### config.mk
export PLATFORM = sky130hd
export DESIGN_NAME = serial_subtractor
export DESIGN_NICKNAME = d
export VERILOG_FILES = /design/src/rtl/serial_sub_pkg.sv /design/src/rtl/full_subtractor_bit.sv /design/src/rtl/serial_subtractor.sv
export SDC_FILE = /design/constraint.sdc
export NUM_CORES = 1
export LEC_CHECK = 0
export ABC_CLOCK_PERIOD_IN_PS = 2090
export BUFFER_PORTS_ARGS = -buffer_cell sky130_fd_sc_hd__buf_2
export CORE_MARGIN = 4
export CORE_UTILIZATION = 54
export DETAILED_ROUTE_END_ITERATION = 8
export PLACE_DENSITY = 0.87
export SLEW_MARGIN = 10
export SYNTH_ARGS = -nofsm -noshare
export SYNTH_HDL_FRONTEND = slang
export SYNTH_SLANG_ARGS = --single-unit
### constraint.sdc
create_clock -name clk -period 2.09 [get_ports clk]
set_clock_uncertainty 0.1 [all_clocks]
set_input_delay 0.1045 -clock clk [delete_from_list [all_inputs] [get_ports clk]]
set_output_delay 0.1045 -clock clk [all_outputs]
set_load 0.02 [all_outputs]
### src/rtl/serial_sub_pkg.sv
// Shared state encoding and sizing helper for the bit-serial subtractor.
package serial_sub_pkg;

  localparam logic [1:0] S_IDLE  = 2'd0;
  localparam logic [1:0] S_SHIFT = 2'd1;
  localparam logic [1:0] S_DONE  = 2'd2;

  // Bit-counter width able to hold 0..w, so w=1 still gets a 1-bit counter.
  function automatic int unsigned cnt_width(input int unsigned w);
    return int'($clog2(w + 1));
  endfunction

endpackage

### src/rtl/full_subtractor_bit.sv
// One-bit full subtractor: d = x - y - bin, bo = borrow out.
module full_subtractor_bit (
  input  logic x,
  input  logic y,
  input  logic bin,
  output logic d,
  output logic bo
);

  always_comb begin
    d  = x ^ y ^ bin;
    bo = (~x & y) | (~(x ^ y) & bin);
  end

endmodule

### src/rtl/serial_subtractor.sv
// LSB-first serial subtractor computing a - b over WIDTH cycles with start/ready/done.
// Define SERIAL_SUB_OVF_EN to add the registered signed-overflow output ovf.
module serial_subtractor
  import serial_sub_pkg::*;
#(
  parameter int unsigned WIDTH = 8
) (
  input  logic             clk,
  input  logic             rst_n,
  input  logic             start,
  input  logic [WIDTH-1:0] a,
  input  logic [WIDTH-1:0] b,
  output logic             ready,
  output logic [WIDTH-1:0] diff,
  output logic             bout,
`ifdef SERIAL_SUB_OVF_EN
  output logic             ovf,
`endif
  output logic             done
);

  localparam int unsigned    CW   = cnt_width(WIDTH);
  localparam logic [CW-1:0]  LAST = CW'(WIDTH - 1);

  logic [1:0]       state_q, state_d;
  logic [WIDTH-1:0] a_q, a_d;
  logic [WIDTH-1:0] b_q, b_d;
  logic [WIDTH-1:0] res_q, res_d;
  logic [WIDTH-1:0] diff_q, diff_d;
  logic [CW-1:0]    cnt_q, cnt_d;
  logic             br_q, br_d;
  logic             bout_q, bout_d;
`ifdef SERIAL_SUB_OVF_EN
  logic             ovf_q, ovf_d;
`endif

  logic             d_c;
  logic             bo_c;
  logic [WIDTH:0]   shifted_c;
  logic             last_c;

  full_subtractor_bit u_fs (
    .x   (a_q[0]),
    .y   (b_q[0]),
    .bin (br_q),
    .d   (d_c),
    .bo  (bo_c)
  );

  // New difference bit enters at the MSB; upper WIDTH bits are the next result.
  assign shifted_c = {d_c, res_q};
  assign last_c    = (cnt_q == LAST);

  // State register
  always_ff @(posedge clk or negedge rst_n) begin
    if (!rst_n) state_q <= S_IDLE;
    else        state_q <= state_d;
  end

  // Next-state logic
  always_comb begin
    state_d = state_q;
    case (state_q)
      S_IDLE:  if (start) state_d = S_SHIFT;
      S_SHIFT: if (last_c) state_d = S_DONE;
      S_DONE:  state_d = S_IDLE;
      default: state_d = S_IDLE;
    endcase
  end

  // Output decode
  always_comb begin
    ready = (state_q == S_IDLE);
    done  = (state_q == S_DONE);
  end

  assign diff = diff_q;
  assign bout = bout_q;
`ifdef SERIAL_SUB_OVF_EN
  assign ovf  = ovf_q;
`endif

  // Datapath next values: load on accept, one bit per SHIFT edge, publish on the last.
  always_comb begin
    a_d    = a_q;
    b_d    = b_q;
    res_d  = res_q;
    cnt_d  = cnt_q;
    br_d   = br_q;
    diff_d = diff_q;
    bout_d = bout_q;
`ifdef SERIAL_SUB_OVF_EN
    ovf_d  = ovf_q;
`endif
    if (state_q == S_IDLE && start) begin
      a_d   = a;
      b_d   = b;
      res_d = '0;
      cnt_d = '0;
      br_d  = 1'b0;
    end else if (state_q == S_SHIFT) begin
      a_d   = a_q >> 1;
      b_d   = b_q >> 1;
      res_d = shifted_c[WIDTH:1];
      cnt_d = cnt_q + CW'(1);
      br_d  = bo_c;
      if (last_c) begin
        diff_d = shifted_c[WIDTH:1];
        bout_d = bo_c;
`ifdef SERIAL_SUB_OVF_EN
        // Borrow into the MSB differs from borrow out of it exactly on signed overflow.
        ovf_d  = br_q ^ bo_c;
`endif
      end
    end
  end

  always_ff @(posedge clk or negedge rst_n) begin
    if (!rst_n) begin
      a_q    <= '0;
      b_q    <= '0;
      res_q  <= '0;
      cnt_q  <= '0;
      br_q   <= 1'b0;
      diff_q <= '0;
      bout_q <= 1'b0;
`ifdef SERIAL_SUB_OVF_EN
      ovf_q  <= 1'b0;
`endif
    end else begin
      a_q    <= a_d;
      b_q    <= b_d;
      res_q  <= res_d;
      cnt_q  <= cnt_d;
      br_q   <= br_d;
      diff_q <= diff_d;
      bout_q <= bout_d;
`ifdef SERIAL_SUB_OVF_EN
      ovf_q  <= ovf_d;
`endif
    end
  end

endmodule
==> out/qor.yml, run 1 <==
setup_path:
  worstSetupPathType: "flop to flop"
  cp-end-kind: "flop"
  critPathLaunchType: "flop"
  critPathRequiredTime_ps: 2240
  worstPathArrival_ps: 1870
  crit_fanout: 10
sta:
  finalHoldViolCount: 0
  worst_pin_slew_ps: 847
  rsz0062_at_grt: "false"
  finalCriticalPeriod_ps: 1720
  setup-violations-final: 0
  fin_ws_ps: 367
  max_freq_ghz: 0.580
  setup_tns_ps: 0
  final_max_slew_viol_count: 0
  fin_crit_sh: 0.824
  max_slew_margin: 0.435
cells_and_area:
  final_cell_mix: "nand2_1 (47), dfrtp_1 (39), buf_2 (29)"
  stdcell_count: 245
  drive_gt1_frac: 0.238
  final_area_um2: 2090
  final_common_cell: "nand2_1"
  n_antenna_cell: 0
  area_delta_synth_final_pct: 25.8
  nets: 234
logic_synthesis:
  synth_top_area_share: 0.587
  postSynthCellCount: 165
  yosys_warnings: 0
  synth_cell_types: 24
  yosysTopAreaCell: "dfrtp_1"
  synth.net_count: 186
  ys_seq_area_frac: 0.587
  ys.flop_type: "dfrtp_1"
  synth_edf_count: 0
  ys_ff_latch: 39
  avgSynthCellArea_um2: 10.1
  async_flop_share: 1.00
  ys_top_cells_by_area: "dfrtp_1 (59%), nand2_1 (11%), mux2_2 (5.4%)"
  syn_area_um2: 1660
cts:
  cts.clk_slew.worst_paths_ps: 130
  clk_latency_ps: 370
  clkSinkCount: 39
  cts_tree: "done"
  numCtsBuffers: 5
  htreeDepth: 2
  cts_resized: 0
  clockBufferDepth: 2
  cts_root_buffer: "clkbuf_4"
route:
  drc: 0
  vias: 1371
  drtIter0Drc: 91
  wire_per_inst_um: 14.9
  dr.pass1.iters: 4
  wl_um: 3640
  routed_via_density: 5.60
  drtAntennaViolNets: 0
grt:
  grt_first_pass_wirelength_um: 6250
  grt_overflow: 0
  grt_pass1_vias: 1343
  track_usage: 0.204
  antenna_found_initial: 0
  grt_max_degree: 40
floorplan:
  boundaryPins: 30
  rows: 19
  die_y_um: 63.5
  core_area_um2: 2850
  dieWidth_um: 63.5
  die_area_um2: 4030
  initial_utilization: 0.582
place:
  dp_cells: 220
  dp_hpwl_um: 2190
  dpl_cell_area_um2: 1840
  io_buffers: 29
  pre_cts_slack_ps: 401
  gp_congestion: 0.721
power:
  p_leak_nw: 1.04
  peakVddDrop_mv: 0.685
  p_per_area_nw_per_um2: 1490
flow_run:
  maxCapViolations: 0
min_path:
  hp-class: "input port to flop"
status:
  status: "completed"
[registers in the layout, indices dropped and copies added (netlist names)]
name and cells:
b_q 8, cnt_q 4, state_q 2, bout 1
br_q 1, res_q 7, a_q 8, diff 8
[per-layer routing]
| metal | vias up | share of wire | track usage |
|---|---|---|---|
| met1 | 655 | 0.41 | 0.246 |
| met3 | 14 | 0.051 | 0.0480 |
| met2 | 49 | 0.50 | 0.334 |
| met4 | 0 | 0.034 | 0.119 |
| li1 | 653 | - | - |
| met5 | - | 0 | 0 |
[path summary, 6_finish.rpt]
check	endpoint	slack (ps)	start	cells after the start
setup / recovery	diff[5]	370	cnt_q[0]	4
hold reg to reg	res_q[3]	390	res_q[4]	2
min in group asynchronous	a_q[0]	300	rst_n	2
setup reg to reg	diff[5]	370	cnt_q[0]	4
hold / removal	a_q[0]	190	start	4
max in group asynchronous	diff[3]	1050	rst_n	2
[worst max-delay path, cell delays in order, from the launching register on]
cell and delay [ps]:
dfrtp_1 410, ha_1 210, nand2_1 110, nor3_4 390
mux2_2 390
[repair_timing]
action	CTS	global route
endpoints found under the hold margin	55	0
buffers inserted	0	0
hold buffers	17	0
[synth_stat cells (3+ instances only)]
cell and n:
a31oi_1 11, buf_2 5, clkbuf_1 4, dfrtp_1 39, inv_1 3, mux2_2 8
mux2i_1 3, nand2_1 47, nand3_1 14, nor2_1 12, o21ai_0 3
[per-stage QoR]
stage | hold WS (ps) | utilization | power, mW
after floorplan | -291 | - | 2.19
after global placement | 132 | 0.645 | 2.47
after detailed placement | 158 | 0.645 | 2.56
after CTS | 168 | 0.733 | 3.09
after global routing | 196 | 0.733 | 3.37
final | 186 | 0.733 | 3.11
[where the power goes]
| part | switching [mW] | internal (mW) | total, mW |
|---|---|---|---|
| Combinational | 0.754 | 0.512 | 1.27 |
| Sequential | 0.224 | 1.11 | 1.33 |
| Clock | 0.260 | 0.251 | 0.512 |
[final cells by class]
cell class,instances,area (um2)
Inverter,3,11.3
Clock inverter,3,43.8
Clock buffer,5,37.5
Timing Repair Buffer,51,353
Sequential cell,39,976
Fill cell,198,762
Multi-Input combinational cell,113,631
Tap cell,31,38.8
[cell families after synthesis]
group | synth area share
AND/OR/NAND/NOR | 0.218
multiplexers | 0.0723
buffers and inverters | 0.0331
flip-flops | 0.587
AO/OA/AOI/OAI | 0.0700
adder cells (fa/ha/maj) | 0.0196
(Power assumes the default switching activity.)
==> run 2, diff against run 1 <==
--- a/config.mk
+++ b/config.mk
@@ -5,7 +5,7 @@
 export SDC_FILE = /design/constraint.sdc
 export NUM_CORES = 1
 export LEC_CHECK = 0
-export ABC_CLOCK_PERIOD_IN_PS = 2090
+export ABC_CLOCK_PERIOD_IN_PS = 1700
 export BUFFER_PORTS_ARGS = -buffer_cell sky130_fd_sc_hd__buf_2
 export CORE_MARGIN = 4
 export CORE_UTILIZATION = 54
==> constraint.sdc (replaced) <==
create_clock -name clk -period 1.7 [get_ports clk]
set_clock_uncertainty 0.1 [all_clocks]
set_input_delay 0.085 -clock clk [delete_from_list [all_inputs] [get_ports clk]]
set_output_delay 0.085 -clock clk [all_outputs]
set_load 0.02 [all_outputs]
==> run 2 against run 1 <==
Utilization increased by 2.6 points; via count increased by 5.9%; non-clock buffer count increased by 5; die area unchanged; register-to-register slack got worse by 280 ps; routed wire length increased by 15%; cell count increased by 2.0%; worst hold slack got worse by 85 ps; clock power increased by 49%; combinational power increased by 29%; largest power group unchanged.
==> out/qor.yml, run 2 (synthesized netlist as in run 1, its figures left out) <==
grt:
  grt_overflow: 0
  grt_pass1_vias: 1416
  antenna_found_initial: 0
  grt_max_degree: 30
  grt_first_pass_wirelength_um: 7000
  track_usage: 0.227
floorplan:
  initial_utilization: 0.582
  boundaryPins: 30
  dieWidth_um: 63.5
  die_area_um2: 4030
  core_area_um2: 2850
  rows: 19
  die_y_um: 63.5
flow_run:
  maxCapViolations: 0
sta:
  max_slew_margin: 0.679
  rsz0062_at_grt: "false"
  setup-violations-final: 0
  finalCriticalPeriod_ps: 1610
  setup_tns_ps: 0
  max_freq_ghz: 0.621
  worst_pin_slew_ps: 482
  final_max_slew_viol_count: 0
  fin_crit_sh: 0.948
  finalHoldViolCount: 0
setup_path:
  slowest_delay_ps: 440
  slowest_stage: "dfrtp_1"
  crit_chain: "nand2b_1, nor3_4, buf_6, mux2_2"
  cp-end-kind: "flop"
  worstSetupPathType: "flop to flop"
  critPathRequiredTime_ps: 1850
  worstPathArrival_ps: 1760
  critPathLaunchType: "flop"
  crit_fanout: 10
cts:
  cts_tree: "done"
  clk_latency_ps: 350
  cts_root_buffer: "clkbuf_4"
  htreeDepth: 2
  clkSinkCount: 39
  cts.clk_slew.worst_paths_ps: 120
  numCtsBuffers: 5
  clockBufferDepth: 2
route:
  drc: 0
  routed_via_density: 5.81
  route.met2.wl_um: 2220
  dr_wl_met3_um: 306
  drtIter0Drc: 139
  vias: 1452
  met1_length_um: 1540
  wl_um: 4180
  drtAntennaViolNets: 0
  wire_per_inst_um: 16.7
  top_layer: "met4"
  dr.pass1.iters: 4
cells_and_area:
  final_cell_mix: "nand2_1 (47), dfrtp_1 (39), buf_2 (29)"
  drive_gt1_frac: 0.251
  area_delta_synth_final_pct: 30.3
  final_area_um2: 2160
  final.fill_count: 172
  final_common_cell: "nand2_1"
  n_antenna_cell: 0
  nets: 239
place:
  dpl_cell_area_um2: 1890
  gp_congestion: 0.782
  io_buffers: 29
  dp_hpwl_um: 2510
status:
  status: "completed"
min_path:
  hp-class: "input port to async pin"
power:
  p_leak_nw: 1.07
  p_per_area_nw_per_um2: 1880
  peakVddDrop_mv: 1.01
## run 2: changes by cell type in the layout (fill, tap and decap cells not counted)
cell / delta
clkinv_4: -1
buf_4: +3
buf_12: +1
buf_6: +1
clkinv_2: -1
bufinv_16: +1
clkbuf_1: +1
## run 2: cell type report
type	instances	area, um2	share of cell area
timing repair buffer	56	407	0.188
sequential	39	976	0.451
multi-input combinational	113	631	0.291
tap	31	38.8	0.0179
clock buffer	6	41.3	0.0191
inverter	3	11.3	0.00520
clock inverter	2	60.1	0.0277
## run 2: where the power goes
part	internal, mW	total, mW	leakage [nW]	switching (mW)
sequential	1.36	1.65	0.481	0.292
clock	0.459	0.764	0.0525	0.305
combinational	0.667	1.64	0.540	0.975
total	2.49	4.06	1.07	1.57
## run 2: worst paths after layout
kind / start / to / slack, ps / cells after the start
hold reg to reg: res_q[2] / res_q[1] / 410 / 2
max in group asynchronous: rst_n / a_q[5] / 930 / 3
setup reg to reg: state_q[1] / diff[4] / 90 / 4
setup / recovery: state_q[1] / diff[4] / 90 / 4
min in group clk: start / a_q[7] / 190 / 5
hold / removal: rst_n / br_q / 100 / 2
## run 2: what timing repair did
action,4_1_cts,5_1_grt
gates resized for setup,0,1
setup buffers,0,0
hold buffers,17,0
hold endpoints to repair,55,0
endpoints found under the setup margin,0,6
## run 2: layer usage
metal  vias to the layer above  global-route usage
met3                        16              0.0533
met2                        84               0.389
met5                         -                   0
met4                         0               0.111
met1                       687               0.266
li1                        665                   -
## run 2: per-stage QoR
| stage | hold slack (ps) | worst slack (ps) | power [mW] | std cells | utilization |
|---|---|---|---|---|---|
| 6_report | 101 | 88.6 | 4.06 | 250 | 0.759 |
| 5_1_grt | 162 | 28.5 | 4.34 | 250 | 0.759 |
| 4_1_cts | 115 | 60.0 | 4.03 | 250 | 0.757 |
| 3_5_place_dp | -31.4 | 104 | 3.23 | 225 | 0.662 |
| 3_3_place_gp | -42.1 | 184 | 3.08 | 225 | 0.662 |
| 2_1_floorplan | -311 | 148 | 2.69 | 165 | - |
## run 2: worst max-delay path, delay by kind of cell, from the launching register on
kind          cells  cell delay, ps
buf+inv           1             170
simple gates      2             440
flops             1             440
mux               1             340
